`src/rtl/data_fast_enable.sv`:
```
// Paces bursty single-cycle fast_enable requests into slow_enable pulses spaced
// at least DIV clocks apart, queuing the excess in a saturating pending counter.
module data_fast_enable #(
    parameter int DIV   = 8,
    parameter int CNT_W = 4
) (
    input  logic             clk,
    input  logic             rst,
    input  logic             fast_enable,
    input  logic             clear_overflow,
    output logic             slow_enable,
    output logic [CNT_W-1:0] pending,
    output logic             busy,
    output logic             overflow
);

    localparam int               TMR_W      = $clog2(DIV) + 1;
    localparam logic [CNT_W-1:0] CNT_MAX    = '1;
    localparam logic [TMR_W-1:0] TMR_RELOAD = TMR_W'(DIV - 1);

    logic             slow_q, slow_d;
    logic [CNT_W-1:0] pending_q, pending_d;
    logic [TMR_W-1:0] timer_q, timer_d;
    logic             overflow_q, overflow_d;
    logic             go;
    logic             drop;

    always_comb begin
        slow_d     = 1'b0;
        pending_d  = pending_q;
        timer_d    = timer_q;
        overflow_d = overflow_q;
        drop       = 1'b0;
        go         = (timer_q == '0) && ((pending_q != '0) || fast_enable);

        if (go) begin
            slow_d  = 1'b1;
            timer_d = TMR_RELOAD;
            // A request arriving on a drain cycle replaces the one issued.
            if (!fast_enable) begin
                pending_d = pending_q - CNT_W'(1);
            end
        end else begin
            if (timer_q != '0) begin
                timer_d = timer_q - TMR_W'(1);
            end
            if (fast_enable) begin
                if (pending_q == CNT_MAX) begin
                    drop = 1'b1;
                end else begin
                    pending_d = pending_q + CNT_W'(1);
                end
            end
        end

        if (drop) begin
            overflow_d = 1'b1;
        end else if (clear_overflow) begin
            overflow_d = 1'b0;
        end
    end

    always_ff @(posedge clk) begin
        if (rst) begin
            slow_q     <= 1'b0;
            pending_q  <= '0;
            timer_q    <= '0;
            overflow_q <= 1'b0;
        end else begin
            slow_q     <= slow_d;
            pending_q  <= pending_d;
            timer_q    <= timer_d;
            overflow_q <= overflow_d;
        end
    end

    assign slow_enable = slow_q;
    assign pending     = pending_q;
    assign overflow    = overflow_q;
    assign busy        = (pending_q != '0) || (timer_q != '0);

endmodule

```
`config.mk`:
```
export PLATFORM = sky130hd
export DESIGN_NAME = data_fast_enable
export DESIGN_NICKNAME = d
export VERILOG_FILES = /design/src/rtl/data_fast_enable.sv
export SDC_FILE = /design/constraint.sdc
export NUM_CORES = 1
export LEC_CHECK = 0
export CAP_MARGIN = 20
export CORE_AREA = 2 2 39 41
export DETAILED_ROUTE_END_ITERATION = 16
export DIE_AREA = 0 0 41 43
export MAX_ROUTING_LAYER = met4
export PLACE_DENSITY = 0.71
export SLEW_MARGIN = 20
export SYNTH_ARGS = -nofsm -noshare
export SYNTH_HDL_FRONTEND = slang
export SYNTH_SLANG_ARGS = --single-unit
```
`constraint.sdc`:
```
create_clock -name clk -period 5.75 [get_ports clk]
set_input_delay 1.15 -clock clk [delete_from_list [all_inputs] [get_ports clk]]
set_output_delay 1.15 -clock clk [all_outputs]
set_load 0.005 [all_outputs]
```
* Word level (Yosys, flattened, before mapping)
Index checks and enable logic that the tools add are counted.
Word-level totals: bits in registers 10, input bits 4, output and inout bits 7, logic and storage cells 34
Operators by class: add/sub/neg operators 3, equality and inequality tests 3, multiplexer cells 12, reduce and logical (&&, ||, !) cells 11
Operators by type and width (count):
- $mux W4 | 4
- $reduce_bool A4 Y1 | 2
- $sub A4 B1 Y4 const B | 2
- $mux W1 | 6
- $mux W3 | 2
- $reduce_bool A2 Y1 | 3
- $add A4 B1 Y4 const B | 1
- $eq A4 B4 Y1 const B | 1
- $logic_not A4 Y1 | 1
- $ne A2 B2 Y1 const B | 2
- $reduce_and A3 Y1 | 1
- $logic_or A1 B1 Y1 | 2
- $reduce_or A2 Y1 | 1
- $logic_and A1 B1 Y1 | 1

* Depth between registers and ports, before layout
Gate-level depths: netlist (run 1).
depth after elaboration 5, mapped depth 11, mapped depth without buffers 10

* Least setup slack after synthesis (run 1)
Ideal clock, no wire load.
path type input-to-reg, start point input fast_enable, end point register pending_q[3] (netlist: pending[3]), library setup time 0.128 ns, arrival time 2.258 ns, data required time 5.622 ns, path slack 3.364 ns, stages on the path 7, buffers on the path 0, path through o21bai_1 inv_1 ha_1 a21oi_1 a21boi_0 mux2i_1 o211ai_1
On the way: word-level cells in the longest chain between the ends 4, elaborated cells between the ends (all ways) 7, classes of those cells eq/ne (2); mux (1); reduce/logical (4)
Ends and longest elaborated chain:
- from (decl) | line 9 | input logic fast_enable,
- $logic_or A1 B1 Y1 (*) | line 34 | go = (timer_q == '0) && ((pending_q != '0) || fast_enable);
- $logic_and A1 B1 Y1 (*) | line 34
- named net go | line 25 | logic go;
- $ne A2 B2 Y1 (no source line) or $reduce_bool A2 Y1 (tied branches)
- $reduce_and A3 Y1 (no source line)
- to (signal assigned) | line 71 | pending_q <= pending_d;
- to (decl) | line 22 | logic [CNT_W-1:0] pending_q, pending_d;
The timed path passes the listed nets; every way through them passes the cells marked *. A chain may end at the register's enable or synchronous reset.

* Worst setup path in the final report (run 1)
start point register timer_q[0], end point output busy
On the way: word-level cells in the longest chain between the ends 2
Ends and longest elaborated chain:
- from (decl) | line 23 | logic [TMR_W-1:0] timer_q, timer_d;
- from (signal assigned) | line 72 | timer_q <= timer_d;
- $reduce_bool A4 Y1 | line 80 | assign busy = (pending_q != '0) || (timer_q != '0);
- $logic_or A1 B1 Y1 | line 80
- to (decl) | line 13 | output logic busy,
Every way passes these cells.

==> impl_metrics.tcl, run 1 <==
set metrics [dict create \
    ff_latch_area_sq_um 200 \
    seq_area_frac_synth 0.329 \
    tightestPinTransition_ns 0.518 \
    grt_pass1_vias 488 \
    vias_per_cell 5.16 \
    num_antenna_cells 0 \
    cp_max_fo 10 \
    rrSetupSlack_ns 3.34 \
    irDropWorstVdd_v 0.000240 \
    ctsResizeCount 0 \
    cp-start-kind "register" \
    placementRows 14 \
    io_pins 11 \
    die_h_microns 43 \
    track_usage 0.165 \
    dieArea_sq_um 1760 \
    hpwl_microns 870 \
    critPathKind "register to output port" \
    wl_microns 1130 \
    drt_iter0_drc 3 \
    drc 0 \
    grt_pass1_wl_microns 1890 \
    cts.clk_slew.worst_paths_ns 0.06 \
    synth-xor-area-share 0.0288 \
    overflow 0 \
    cap_violations 0 \
    cts-root-buf "clkbuf_4" \
    holdWs_ns 0.494 \
    hold_buffers 0 \
    layout-drive-gt1-share 0.111 \
    numPortBuffers 10 \
    htreeDepth 1 \
    synth_fp_nets 79 \
    vias 501 \
    critPathTopFamily "simple AND/OR/NAND/NOR gates" \
    drtAntennaViolNets 0 \
    p_leak_nw 0.297 \
    synthAdderAreaFrac 0.115 \
    core_sq_um 1380 \
    syn_area_sq_um 608 \
    placed_area_sq_um 713 \
    drt_pass1_iterations 2 \
    total_power_mw 0.374 \
    die_x_microns 41 \
    clock_latency_ns 0.25 \
    outcome "completed" \
    num-nets-final 92 \
    critPathMaxStageDelay_ns 0.50 \
    maxSlewHeadroom 0.652 \
    hp-class "register to register" \
    critPathCaptureType "output port" \
    multi_input_area_sq_um 370 \
    post_cts.repair.setup_buffers 0 \
    rsz0062_at_grt "false" \
    finalWeightedCongestion 0.739 \
    critPathSlowestCell "or3b_1" \
    worstPathCellList "inv_1, ha_1, or3b_1, nand2b_1, clkdlybuf4s50_1" \
    numCtsBuffers 3 \
    n_fill_cell 136 \
    start_util 0.439 \
    antenna_found_initial 0 \
    fin_crit_sh 0.547 \
    synth-simple-area-share 0.294 \
    ys_warn_count 0 \
    grt_max_degree 12 \
    synth_top_family_by_area "simple AND/OR/NAND/NOR gates" \
    fin_skew_ns 0.00234 \
    synth.area.mux_share 0.0165 \
    cts_sinks 10 \
    clock_path_buffers 2 \
    final_util 0.532 \
    maxSlewViolCount 0 \
    p_per_area_nw_per_um2 508 \
    final.setup.tns_ns 0 \
    timing.fmax_mhz 318 \
    synth_cell_types 32 \
    fin_crit_ns 3.15 \
    crit_required_ns 4.60 \
    postLayoutCellArea_sq_um 736 \
    synth_seq_cells 10 \
    hold_viol_final 0 \
    path_buf_inv 2 \
    synth_area_per_cell_sq_um 8.69 \
    syn_to_final_growth_pct 21.0 \
    synthCells 70 \
    wl_per_cell_microns 11.6 \
    setup-violations-final 0 \
    cts_tree "done" \
    cp.arrival_ns 2.00 \
    synth_compound_area_frac 0.154 \
]
## worst min-delay path: cells and delay by family (launching register included)
| kind | cells | cell delay [ns] |
|---|---|---|
| AND/OR/NAND/NOR | 1 | 0.07 |
| AO/OA/AOI/OAI | 1 | 0.06 |
| flip-flops | 1 | 0.33 |
## flip-flops by register name, indices dropped and copies added, names as in the netlist
register,cells
timer_q,4
slow_enable,1
pending,4
overflow,1
## cells in the final DEF, fill, tap and decap left out, drive strengths merged
cell type,synthesis,final
fa,1,1
dfxtp,10,10
nand3,4,4
clkdlybuf4s50,0,10
inv,6,6
a21oi,6,6
a211oi,3,3
o21ai,1,1
or3,3,3
a2bb2oi,1,1
and2,2,2
xnor2,2,2
nand2,3,3
or3b,1,1
and3,1,1
mux2i,1,1
nand2b,1,1
ha,4,4
clkbuf,1,3
a21boi,1,1
o21bai,1,1
o211ai,1,1
or4,1,1
nor2,6,6
or2b,1,1
nand4,1,1
nor4,1,1
nor3,5,5
## path summary, 6_finish.rpt
path,from,to,depth (start not counted)
max reg2reg,timer_q[0],pending[3],10
max,timer_q[0],busy,5
min,overflow,overflow,2
min reg2reg,overflow,overflow,2
## cell families after synthesis
logic type,count (synthesis)
buffers and inverters,8
adders and majority gates,5
DFF,10
muxes,1
xor gates and xnor gates,2
AOI/OAI and AO/OA,14
and+or+nand+nor,30
## per-layer routing
| layer | global-route usage | up-vias | wire, microns |
|---|---|---|---|
| li1 | - | 271 | - |
| met1 | 0.180 | 223 | 517 |
| met2 | 0.253 | 7 | 573 |
| met3 | 0.0471 | 0 | 34 |
| met4 | 0.100 | 0 | 0 |
| met5 | - | - | 0 |
## power breakdown
| part | internal, mW | switching [mW] | total (mW) |
|---|---|---|---|
| Sequential | 0.0945 | 0.0274 | 0.122 |
| Combinational | 0.111 | 0.0964 | 0.208 |
| Clock | 0.0240 | 0.0202 | 0.0442 |
| Total | 0.230 | 0.144 | 0.374 |
## area by class of cell
cell class	instances	share of cell area
tap	16	0.0272
sequential	10	0.272
inverter	6	0.0306
multi-input combinational	52	0.503
clock buffer	3	0.0306
timing repair buffer	10	0.136
## synthesized netlist by cell type (all sizes together)
| library cell | instances | area, sq um |
|---|---|---|
| dfxtp | 10 | 200 |
| a21oi | 6 | 30.0 |
| inv | 6 | 22.5 |
| nor2 | 6 | 22.5 |
| nor3 | 5 | 30.0 |
| ha | 4 | 50.1 |
| nand3 | 4 | 20.0 |
| a211oi | 3 | 27.5 |
| nand2 | 3 | 11.3 |
| or3 | 3 | 28.8 |
| and2 | 2 | 13.8 |
| xnor2 | 2 | 17.5 |
| a21boi | 1 | 7.51 |
| a2bb2oi | 1 | 8.76 |
| and3 | 1 | 6.26 |
| buf | 1 | 11.3 |
| clkbuf | 1 | 3.75 |
| fa | 1 | 20.0 |
| mux2i | 1 | 10.0 |
| nand2b | 1 | 6.26 |
| nand4 | 1 | 6.26 |
| nor4 | 1 | 6.26 |
| o211ai | 1 | 7.51 |
| o21ai | 1 | 5.00 |
| o21bai | 1 | 7.51 |
| or2b | 1 | 7.51 |
| or3b | 1 | 8.76 |
| or4 | 1 | 11.3 |
## metrics by stage
| stage | setup WS [ns] | cells |
|---|---|---|
| floorplan | 3.36 | 70 |
| global placement | 2.69 | 94 |
| detailed placement | 2.60 | 94 |
| CTS | 2.59 | 97 |
| global route | 2.51 | 97 |
| finish | 2.60 | 97 |
Power figures use the tool's default switching activity.
==> inputs of run 2 (changes only) <==
Clock period 5.75 ns to 3.3 ns, I/O delays scaled along.
==> run 2 against run 1 <==
Against the previous run: combinational power is 74% higher; clock-buffer cell count is 1 higher; worst setup slack worse by 2.0 ns; sequential share of layout area is 0.50 points lower; via count is 6.4% higher; final cell count is 1.0% higher; global-route usage is 0.069 points lower; non-clock buffer count stayed put; design area is 1.9% higher; critical path depth stayed put; critical endpoint unchanged; highest routed layer is now met4.
==> impl_metrics.tcl, run 2 (synthesized netlist as in run 1, its figures left out) <==
set metrics [dict create \
    numCtsBuffers 3 \
    power.switching_mw 0.258 \
    p_comb_frac 0.529 \
    finalWeightedCongestion 0.735 \
    cp.arrival_ns 2.01 \
    drc 0 \
    cts_sinks 10 \
    grt_pass1_wl_microns 1870 \
    worstPathCellList "inv_1, ha_1, or3b_1, nand2b_1, clkdlybuf4s50_1" \
    numPortBuffers 10 \
    syn_to_final_growth_pct 23.3 \
    placementRows 14 \
    grt_use_met2 0.222 \
    layout-drive-gt1-share 0.122 \
    p_clk_frac 0.159 \
    critPathKind "register to output port" \
    rrSetupSlack_ns 0.88 \
    post_cts.repair.setup_buffers 0 \
    mostFrequentLayoutCells "clkdlybuf4s50_1 (10), dfxtp_1 (10), inv_1 (6), nor2_1 (6), a21oi_1 (6)" \
    drtAntennaViolNets 0 \
    grt_pass1_vias 462 \
    seqPwrFrac 0.312 \
    top_usage_layer "met2" \
    drt_iter0_drc 5 \
    core_sq_um 1380 \
    timing.fmax_mhz 375 \
    overflow 0 \
    critPathMaxStageDelay_ns 0.50 \
    cp-start-kind "register" \
    total_power_mw 0.683 \
    clock_latency_ns 0.26 \
    cts_tree "done" \
    cp_max_fo 10 \
    wl_microns 1130 \
    fin_skew_ns 0.000648 \
    setup-violations-final 0 \
    drt_pass1_iterations 4 \
    grt_util_met3 0.0471 \
    hold_buffers 0 \
    p_leak_nw 0.304 \
    io_pins 11 \
    ctsResizeCount 0 \
    n_fill_cell 143 \
    maxSlewHeadroom 0.643 \
    fin_crit_ns 2.67 \
    critPathSlowestCell "or3b_1" \
    outcome "completed" \
    irDropWorstVdd_v 0.000385 \
    vias 533 \
    antenna_found_initial 0 \
    fin_crit_sh 0.808 \
    hp-class "register to register" \
    start_util 0.439 \
    use_met1 0.207 \
    wl_per_cell_microns 11.6 \
    hold_viol_final 0 \
    crit_required_ns 2.64 \
    hpwl_microns 849 \
    p_per_area_nw_per_um2 911 \
    cts.clk_slew.worst_paths_ns 0.07 \
    multi_input_area_sq_um 370 \
    final_util 0.542 \
    maxSlewViolCount 0 \
    grt_max_degree 12 \
    die_h_microns 43 \
    critPathCaptureType "output port" \
    num_antenna_cells 0 \
    cts-root-buf "clkbuf_4" \
    switching_share 0.378 \
    dieArea_sq_um 1760 \
    die_x_microns 41 \
    clock_path_buffers 2 \
    htreeDepth 1 \
    rsz0062_at_grt "false" \
    p_int_mw 0.425 \
    final-instance-count-excl-fill 98 \
    ff_latch_area_sq_um 200 \
    final.setup.tns_ns 0 \
    num-nets-final 92 \
    cap_violations 0 \
    tightestPinTransition_ns 0.530 \
    vias_per_cell 5.44 \
    dp.cells 94 \
    track_usage 0.165 \
]
==> run 2: metrics by stage <==
stage          cell area (sq um)  setup slack (ns)  hold slack, ns
2_1_floorplan                608              1.14           0.453
3_3_place_gp                 713             0.655           0.474
3_5_place_dp                 713             0.611           0.488
4_1_cts                      749             0.607           0.502
5_1_grt                      749             0.533           0.519
6_report                     749             0.634           0.495
==> run 2: worst max-delay path, delay by kind of cell (launching register included) <==
family	cells	cell delay, ns
adders and majority gates	1	0.16
buffers and inverters	2	0.55
DFF	1	0.33
and+or+nand+nor	2	0.70
==> run 2: worst paths after layout <==
path	from	to	depth (start not counted)
worst max-delay path	timer_q[0]	busy	5
worst min-delay path	timer_q[0]	timer_q[0]	1
worst max register to register	timer_q[0]	pending[3]	10
worst min register to register	timer_q[0]	timer_q[0]	1
==> run 2: area by class of cell <==
class                           instances  area share
Clock buffer                            4      0.0484
Inverter                                6      0.0301
Multi-Input combinational cell         52       0.494
Sequential cell                        10       0.267
Tap cell                               16      0.0267
Timing Repair Buffer                   10       0.134
==> run 2: power groups by stage <==
stage               combinational, mW  sequential, mW  clock, mW
floorplan                       0.280           0.205          0
global placement                0.357           0.214          0
detailed placement              0.364           0.215          0
CTS                             0.366           0.213      0.113
global route                    0.407           0.219      0.121
finish                          0.362           0.213      0.109
==> run 2: per-layer routing <==
metal	vias up	routed length, microns
met5	-	0
met4	0	4
met3	2	34
met2	11	578
met1	246	517
li1	274	-
